**config.mk**
```make
export PLATFORM = sky130hd
export DESIGN_NAME = ysyx_22040759_rdarb
export DESIGN_NICKNAME = d
export VERILOG_FILES = /design/src/rtl/ysyx_22040759_rdarb.sv
export SDC_FILE = /design/constraint.sdc
export NUM_CORES = 1
export LEC_CHECK = 0
export BUFFER_PORTS_ARGS = -buffer_cell sky130_fd_sc_hd__buf_4
export CORE_AREA = 2 2 154 156
export CTS_CLUSTER_DIAMETER = 30
export CTS_CLUSTER_SIZE = 30
export DETAILED_ROUTE_END_ITERATION = 10
export DIE_AREA = 0 0 156 158
export GPL_TIMING_DRIVEN = 0
export PLACE_DENSITY = 0.66
export SETUP_SLACK_MARGIN = 0.4
export SYNTH_ARGS = -nofsm -noshare
export SYNTH_HDL_FRONTEND = slang
export SYNTH_SLANG_ARGS = --single-unit
export TNS_END_PERCENT = 5
```
**constraint.sdc**
```tcl
create_clock -name clk -period 8.2 [get_ports clk]
set_input_delay 0.41 -clock clk [delete_from_list [all_inputs] [get_ports clk]]
set_output_delay 0.41 -clock clk [all_outputs]
set_load 0.01 [all_outputs]
```
**src/rtl/ysyx_22040759_rdarb.sv**
```systemverilog
// ----------------------------------------------------------------------------
// ysyx_22040759_rdarb
//
// Two-requester read arbiter that shares one AXI read master between
// instruction fetch (IF) and load (MEM).
//
// One request is granted at a time. Its address and size are latched and
// presented to the read master until that master reports completion. The
// returned data is then handed to the granted requester together with a
// one-cycle ready pulse. A branch flush squashes an in-flight fetch response
// without aborting the bus transaction.
//
// Handshake semantics:
//   * if_req_i / mem_req_i are level requests. A requester holds its request
//     until it sees its ready pulse.
//   * if_ready_o / mem_ready_o pulse for exactly one cycle. The matching data
//     output is valid in that cycle and holds its value afterwards.
//   * rd_valid_o is high for the whole time the read master is working on the
//     request. rd_addr_o / rd_size_o are stable for that whole time.
//   * rd_done_i is a one-cycle completion pulse. It is ignored unless a
//     transaction is outstanding.
//
// Ports:
//   clk, rst             clock; asynchronous active-high reset
//   if_req_i, if_addr_i  IF request and address (size is always word)
//   if_ready_o, if_data_o IF response pulse and data
//   flush_i              squash the in-flight IF response
//   mem_req_i, mem_addr_i, mem_size_i  MEM request, address and size
//   mem_ready_o, mem_data_o            MEM response pulse and data
//   rd_valid_o, rd_addr_o, rd_size_o   request side of the read master
//   rd_done_i, rd_data_i               completion pulse and data from it
// ----------------------------------------------------------------------------
module ysyx_22040759_rdarb #(
   parameter int ADDR_WIDTH = 64,
   parameter int DATA_WIDTH = 64
) (
   input  logic                  clk,
   input  logic                  rst,

   input  logic                  if_req_i,
   input  logic [ADDR_WIDTH-1:0] if_addr_i,
   output logic                  if_ready_o,
   output logic [DATA_WIDTH-1:0] if_data_o,
   input  logic                  flush_i,

   input  logic                  mem_req_i,
   input  logic [ADDR_WIDTH-1:0] mem_addr_i,
   input  logic [1:0]            mem_size_i,
   output logic                  mem_ready_o,
   output logic [DATA_WIDTH-1:0] mem_data_o,

   output logic                  rd_valid_o,
   output logic [ADDR_WIDTH-1:0] rd_addr_o,
   output logic [1:0]            rd_size_o,
   input  logic                  rd_done_i,
   input  logic [DATA_WIDTH-1:0] rd_data_i
);

   typedef enum logic [1:0] {
      IDLE = 2'd0,
      BUSY = 2'd1,
      RESP = 2'd2
   } state_t;

   // Grant encoding: 0 = IF, 1 = MEM.
   localparam logic GNT_IF  = 1'b0;
   localparam logic GNT_MEM = 1'b1;

   localparam logic [1:0] SIZE_WORD = 2'b10;

   state_t                state_q;
   state_t                state_d;
   logic                  grant_q;
   logic                  grant_d;
   logic                  last_grant_q;
   logic                  kill_q;
   logic [ADDR_WIDTH-1:0] addr_q;
   logic [1:0]            size_q;
   logic [DATA_WIDTH-1:0] if_data_q;
   logic [DATA_WIDTH-1:0] mem_data_q;
   logic                  any_req;

   assign any_req = if_req_i | mem_req_i;

   // ------------------------------------------------------------------
   // Next-state and grant selection
   // ------------------------------------------------------------------
   always_comb begin
      state_d = state_q;
      grant_d = GNT_IF;

      // On a tie the requester that was not served last wins, so neither
      // side can starve the other.
      if (if_req_i && mem_req_i) begin
         grant_d = ~last_grant_q;
      end else if (mem_req_i) begin
         grant_d = GNT_MEM;
      end else begin
         grant_d = GNT_IF;
      end

      case (state_q)
         IDLE: begin
            if (any_req) begin
               state_d = BUSY;
            end
         end
         BUSY: begin
            if (rd_done_i) begin
               state_d = RESP;
            end
         end
         RESP: begin
            // Always pass through IDLE so a requester still holding its
            // request during its own response cycle is not re-granted.
            state_d = IDLE;
         end
         default: begin
            state_d = IDLE;
         end
      endcase
   end

   // ------------------------------------------------------------------
   // State, latched request and response data
   // ------------------------------------------------------------------
   always_ff @(posedge clk or posedge rst) begin
      if (rst) begin
         state_q      <= IDLE;
         grant_q      <= GNT_IF;
         last_grant_q <= GNT_IF;
         kill_q       <= 1'b0;
         addr_q       <= '0;
         size_q       <= '0;
         if_data_q    <= '0;
         mem_data_q   <= '0;
      end else begin
         state_q <= state_d;

         case (state_q)
            IDLE: begin
               // A flush arriving together with a new IF grant belongs to the
               // previous fetch, so the fresh grant starts with kill cleared.
               if (any_req) begin
                  grant_q <= grant_d;
                  kill_q  <= 1'b0;
                  if (grant_d == GNT_MEM) begin
                     addr_q <= mem_addr_i;
                     size_q <= mem_size_i;
                  end else begin
                     addr_q <= if_addr_i;
                     size_q <= SIZE_WORD;
                  end
               end
            end
            BUSY: begin
               if (flush_i && (grant_q == GNT_IF)) begin
                  kill_q <= 1'b1;
               end
               if (rd_done_i) begin
                  last_grant_q <= grant_q;
                  // The data register is written even for a killed fetch;
                  // only the ready pulse is suppressed.
                  if (grant_q == GNT_MEM) begin
                     mem_data_q <= rd_data_i;
                  end else begin
                     if_data_q <= rd_data_i;
                  end
               end
            end
            RESP: begin
               if (flush_i && (grant_q == GNT_IF)) begin
                  kill_q <= 1'b1;
               end
            end
            default: begin
            end
         endcase
      end
   end

   // ------------------------------------------------------------------
   // Outputs
   // ------------------------------------------------------------------
   // rd_valid_o drops on the same edge that takes rd_done_i, so the read
   // master never sees a lingering request when it returns to its idle state.
   assign rd_valid_o  = (state_q == BUSY);
   assign rd_addr_o   = addr_q;
   assign rd_size_o   = size_q;

   // A flush arriving in the response cycle itself still squashes the pulse;
   // kill_q would only take effect one cycle too late.
   assign if_ready_o  = (state_q == RESP) && (grant_q == GNT_IF) &&
                        !kill_q && !flush_i;
   assign mem_ready_o = (state_q == RESP) && (grant_q == GNT_MEM);

   assign if_data_o   = if_data_q;
   assign mem_data_o  = mem_data_q;

endmodule
```
==> impl_metrics.tcl, run 1 <==
set metrics [dict create \
    p_leak_nw 6.09 \
    cts-root-buf "clkbuf_16" \
    internal_power_mw 3.13 \
    place_congestion 0.903 \
    critPathMaxFanout 3 \
    syn_area_per_cell_um2 12.5 \
    first_global_vias 6588 \
    mostFrequentLayoutCell "buf_4" \
    yosysSeqAreaShare_pct 60.6 \
    die_h_um 158 \
    h-tree-depth 4 \
    netSwitchingPower_mw 1.70 \
    io_buffers 396 \
    min_path_type "in2async" \
    fp-row-count 56 \
    coreArea_um2 23100 \
    fin_nets 1276 \
    cts.sinks 199 \
    worst_pin_slew_ps 631 \
    clockBufferDepth 2 \
    drive_gt1_share_pct 54.0 \
    grt_start_max_net_pins 123 \
    syn_area_um2 8210 \
    clock.fmax_ghz 0.499 \
    wl_um 25600 \
    p_seq_share_pct 36.4 \
    initial_core_util_pct 35.6 \
    rsz0062_at_grt "no" \
    power.density_nw_per_um2 397 \
    ff_latch_area_um2 4980 \
    via_per_inst 4.82 \
    globalRouteOverflowTotal 0 \
    power.share.switching_pct 35.2 \
    track_usage_pct 20.3 \
    grtUsageMet1_pct 26.1 \
    power_mw 4.83 \
    irDropWorstVdd_mv 0.169 \
    met2_usage_pct 33.7 \
    clock_skew_ps 14.9 \
    holdBufCountCts 0 \
    top_usage_layer "met2" \
    cap_viol_max_count 0 \
    clkTransAtPathRegs_ps 80 \
    clk-insertion-delay-late_ps 430 \
    via_count 6628 \
    post_cts_buffers 0 \
    fin_crit_sh_pct 24.5 \
    final_hold_viol_count 0 \
    fin_crit_ps 2010 \
    drv_slew 0 \
    slew_headroom_pct 57.9 \
    clkPwrFrac_pct 17.6 \
    ys_ff_latch 199 \
    end_kind "primary output" \
    drc 0 \
    finalSetupViolations 0 \
    crit_required_ps 7790 \
    area_growth_pct 48.2 \
    cts_resized 0 \
    cts_buffers 17 \
    arrival_ps 1600 \
    antenna_found_initial 0 \
    die_area_um2 24600 \
    fin_util_pct 52.8 \
    pwr-share-comb_pct 46.0 \
    fillers 2110 \
    grt_first_pass_wirelength_um 38200 \
    cts_tree "built" \
    ys_types 28 \
    wl_per_cell_um 18.6 \
    layout_common_cells "buf_4, dfrtp_1, a21oi_1" \
    chipWidth_um 156 \
    worst_setup_path_start_kind "flop" \
    first_pass_iters 5 \
    antennaDiodeCount 0 \
    grtUsageMet3_pct 5.15 \
    syn_nets 860 \
    yosys_warnings 0 \
    worstSetupPathType "reg2out" \
    io_pins 397 \
    dp_hpwl_um 19500 \
    final_antenna_net_count 0 \
    outcome "finished, final reports clean" \
    drt-initial-drc-count 314 \
    multi_input_area_um2 2970 \
    synthCells 656 \
]
logic make-up after synthesis:
group,count (synthesis),share of synthesized area [%]
adder cells (fa/ha/maj),4,0.609
AND/OR/NAND/NOR,138,6.61
buffers and inverters,45,3.26
multiplexers,130,20.0
flip-flops,199,60.6
AO/OA/AOI/OAI,140,8.85
stage by stage:
stage                     instance area [um2]  hold slack [ps]  setup slack [ps]  setup TNS [ps]  instances
final                                   12200             18.5              6190               0       1375
after detailed placement                11600              483              6410               0       1343
after global placement                  11500              476              -215          -37290       1342
after global routing                    12200             66.3              6130               0       1375
after CTS                               12200             48.3              6190               0       1375
after floorplan                          8210              487              2360               0        656
final cells by class:
type | instances | area share, %
Tap cell | 290 | 2.98
Multi-Input combinational cell | 412 | 24.4
Clock inverter | 15 | 1.36
Clock buffer | 17 | 3.49
Buffer | 41 | 2.08
Inverter | 4 | 0.185
Sequential cell | 199 | 40.9
Timing Repair Buffer | 397 | 24.6
cell usage after synthesis:
master / number / share of area [%]
a21bo_2: 1 / 0.12
a21boi_2: 1 / 0.14
a21oi_1: 130 / 7.9
a31oi_1: 1 / 0.076
a32o_1: 1 / 0.12
and2_1: 1 / 0.076
buf_1: 1 / 0.046
buf_2: 25 / 1.5
buf_4: 6 / 0.55
buf_6: 6 / 0.82
clkbuf_1: 3 / 0.14
dfrtp_1: 199 / 61
ha_1: 4 / 0.61
inv_1: 4 / 0.18
mux2_1: 13 / 1.8
mux2_2: 67 / 9.2
mux2_4: 49 / 9.0
mux2i_1: 1 / 0.12
nand2_1: 68 / 3.1
nand3_1: 1 / 0.061
nand3_4: 1 / 0.21
nor2_1: 65 / 3.0
nor2b_1: 1 / 0.076
nor4b_1: 1 / 0.11
o21a_1: 2 / 0.18
o21ai_0: 2 / 0.12
o21ai_1: 1 / 0.061
o22a_1: 1 / 0.11
state kept, by name (all words and copies together), names as in the netlist:
| register | cells |
|---|---|
| grant_q | 1 |
| kill_q | 1 |
| last_grant_q | 1 |
| rd_addr_o | 64 |
| rd_size_o | 2 |
| state_q | 2 |
| if_data_o | 64 |
| mem_data_o | 64 |
worst max-delay path: stages (launching register included):
cell	delay [ps]
dfrtp_1	410
inv_1	100
ha_1	160
nor4b_1	310
buf_4	200
routing by layer:
metal	vias to the layer above	part of all wire, %
met5	-	0
met4	0	2.1
met3	34	6.5
met2	229	50
met1	3285	41
li1	3080	-
path summary, 6_finish.rpt:
| kind | from | to | slack, ps | cells past startpoint |
|---|---|---|---|---|
| max | state_q[0] | if_ready_o | 6190 | 4 |
| min | rst | rd_addr_o[26] | 20 | 2 |
| max reg2reg | state_q[0] | rd_addr_o[10] | 6390 | 7 |
| min reg2reg | if_data_o[26] | if_data_o[26] | 500 | 1 |
| max in group asynchronous | rst | if_data_o[42] | 7160 | 3 |
| min in group clk | rd_data_i[56] | if_data_o[56] | 200 | 2 |
power groups by stage:
stage               Sequential [mW]  Combinational, mW  Clock (mW)
floorplan                      1.97              0.890           0
global placement               1.75               2.21           0
detailed placement             1.77               2.24           0
CTS                            1.76               2.25       0.874
global route                   1.82               2.39       0.913
finish                         1.76               2.22       0.849
Note: power is estimated with default switching activity, not from simulation.
==> run 2, diff against run 1 <==
--- a/config.mk
+++ b/config.mk
@@ -5,6 +5,7 @@
 export SDC_FILE = /design/constraint.sdc
 export NUM_CORES = 1
 export LEC_CHECK = 0
+export ABC_AREA = 1
 export BUFFER_PORTS_ARGS = -buffer_cell sky130_fd_sc_hd__buf_4
 export CORE_AREA = 2 2 154 156
 export CTS_CLUSTER_DIAMETER = 30
@@ -12,7 +13,7 @@
 export DETAILED_ROUTE_END_ITERATION = 10
 export DIE_AREA = 0 0 156 158
 export GPL_TIMING_DRIVEN = 0
-export PLACE_DENSITY = 0.66
+export PLACE_DENSITY = 0.71
 export SETUP_SLACK_MARGIN = 0.4
 export SYNTH_ARGS = -nofsm -noshare
 export SYNTH_HDL_FRONTEND = slang
==> constraint.sdc (replaced) <==
create_clock -name clk -period 1.7 [get_ports clk]
set_input_delay 0.085 -clock clk [delete_from_list [all_inputs] [get_ports clk]]
set_output_delay 0.085 -clock clk [all_outputs]
set_load 0.01 [all_outputs]
==> run 2 against run 1 <==
  * Area after synthesis is 6.0% higher
  * Via count rose by 47%
  * Register-to-register slack got worse by 6200 ps
  * Highest routed layer unchanged
  * First-iteration DRC count increased by 140%
  * Power rose to 4.8 times the previous value
  * Critical path type unchanged
  * Wire length grew 28%
  * Flip-flop and latch count did not move
  * Sequential share of layout area fell by 7.7 points
  * Critical path depth increased by 1
  * Worst hold slack hardly changed
==> impl_metrics.tcl, run 2 <==
set metrics [dict create \
    outcome "finished, final reports clean" \
    synth_top_cell_area_share_pct 57.2 \
    irDropWorstVdd_mv 0.853 \
    chipWidth_um 156 \
    layout_setup_ws_ps 121 \
    drc 0 \
    synthTopCellsByCount "nand2_1, inv_1, dfrtp_1, nand3_1, o21ai_0" \
    post-synth-top-count-cell "nand2_1" \
    place_area_um2 12200 \
    final_cell_area_um2 15000 \
    fin_util_pct 65.2 \
    layout_common_cells "buf_4, nand2_1, inv_1, dfrtp_1, dlygate4sd3_1" \
    io_buffers 396 \
    io_pins 397 \
    power_mw 23.0 \
    wl_per_cell_um 16.4 \
    synthFlopType "dfrtp_1" \
    antenna_found_initial 1 \
    async_reset_ff_share_pct 100 \
    internal_power_mw 14.1 \
    critPathMaxFanout 4 \
    dp_hpwl_um 21500 \
    fp-row-count 56 \
    cts_buffers 17 \
    highest_layer "met4" \
    yosys_warnings 0 \
    clkPwrFrac_pct 17.9 \
    crit_required_ps 1620 \
    crit_chain "inv_4, ha_4, nand2_2, nor3_2, buf_4" \
    yosys.area.top_type "dfrtp_1" \
    cap_viol_max_count 0 \
    drt-initial-drc-count 745 \
    ys_ff_latch 199 \
    dp_cells 1769 \
    clk-insertion-delay-late_ps 440 \
    mostFrequentLayoutCell "buf_4" \
    rsz0062_at_grt "yes" \
    grt_first_pass_wirelength_um 50300 \
    coreArea_um2 23100 \
    finalNonFillerCells 1998 \
    syn_nets 1282 \
    drive_gt1_share_pct 30.7 \
    p_seq_share_pct 36.2 \
    globalRouteOverflowTotal 0 \
    slew_headroom_pct 67.7 \
    first_pass_iters 5 \
    clockBufferDepth 2 \
    worstSetupPathType "reg2out" \
    critical_path.max_stage_delay_ps 460 \
    timing.hold.ws_ps 18.6 \
    pwr-share-comb_pct 45.9 \
    end_kind "primary output" \
    fin_crit_sh_pct 92.9 \
    arrival_ps 1490 \
    wl_um 32800 \
    power.density_nw_per_um2 1530 \
    synthCells 1078 \
    first_global_vias 9799 \
    syn_area_per_cell_um2 8.08 \
    fin_setup_tns_ps 0 \
    track_usage_pct 26.1 \
    clock_skew_ps 14.7 \
    synth_edf_count 0 \
    via_per_inst 4.89 \
    drv_slew 0 \
    place_ws_ps -167 \
    place_congestion 0.912 \
    crit_path_top_delay_cell "dfrtp_2" \
    yosysSeqAreaShare_pct 57.2 \
    clkTransAtPathRegs_ps 80 \
    wl_met3_um 2110 \
    grt_start_max_net_pins 42 \
    drt-met1-wl_um 12800 \
    initial_core_util_pct 37.8 \
    worst_pin_slew_ps 485 \
    final_hold_viol_count 0 \
    fin_nets 1898 \
    wl_met2_um 16000 \
    die_area_um2 24600 \
    area_growth_pct 72.5 \
    min_path_type "in2reg" \
    final_antenna_net_count 0 \
    p_leak_nw 8.39 \
    synthTopCellsByArea "dfrtp_1, nand2_1, inv_1, nand3_1, o21ai_0" \
    h-tree-depth 4 \
    via_count 9768 \
    cts-root-buf "clkbuf_16" \
    syn_area_um2 8710 \
    finalSetupViolations 0 \
    power.share.switching_pct 38.9 \
    cts_tree "built" \
    clock.fmax_ghz 0.633 \
    netSwitchingPower_mw 8.96 \
    ys_types 13 \
    cts.sinks 199 \
    fin_crit_ps 1580 \
    worst_setup_path_start_kind "flop" \
    die_h_um 158 \
]
## run 2: worst paths after layout
kind,from,endpoint,slack [ps],cells after the start
max in group asynchronous,rst,state_q[0],700,5
max reg2reg,state_q[0],rd_addr_o[10],170,8
min reg2reg,rd_addr_o[60],rd_addr_o[60],480,2
max,state_q[0],if_ready_o,120,5
min in group asynchronous,rst,mem_data_o[45],200,3
min,mem_addr_i[47],rd_addr_o[47],20,5
## run 2: per-layer routing
metal	GRT usage (%)	up-vias
met4	15.5	0
met2	43.2	511
li1	-	4510
met5	0	-
met1	31.5	4598
met3	5.45	149
## run 2: final cells by class
type                       instances  area, um2
antenna                            1       2.50
buffer                            62        483
clock buffer                      18        429
clock inverter                    14        176
fill                            1809       8030
inverter                         202        767
multi-input combinational        615       2780
sequential                       199       4980
tap                              290        363
timing repair buffer             597       5040
## run 2: kinds of logic (layout without fill, tap and decap cells)
| logic type | after synthesis | count (layout) | synth area share [%] |
|---|---|---|---|
| other | 0 | 1 | 0 |
| flip-flops | 199 | 199 | 57.2 |
| AND/OR/NAND/NOR | 480 | 480 | 22.6 |
| adder cells (fa/ha/maj) | 4 | 4 | 0.575 |
| buffers and inverters | 264 | 893 | 12.1 |
| AO/OA/AOI/OAI | 131 | 131 | 7.53 |
## run 2: critical path: cells and delay by family (launching register included)
family / cells / cell delay [ps]
adder cells (fa/ha/maj): 1 / 130
buffers and inverters: 2 / 250
flip-flops: 1 / 460
AND/OR/NAND/NOR: 2 / 220
## run 2: timing repair
item,CTS,global route
hold buffers,188,0
resized for setup,76,68
gates cloned,0,2
endpoints found under the hold margin,321,0
pin swaps,1,5
setup buffers,2,4
endpoints found under the setup margin,201,201
## run 2: power groups by stage
stage                     combinational (mW)  clock [mW]  sequential, mW
after global routing                    11.6        4.37            8.56
after global placement                  9.27           0            8.27
after CTS                               10.1        4.22            8.25
after floorplan                         3.34           0            9.13
final                                   10.6        4.11            8.34
after detailed placement                9.50           0            8.29
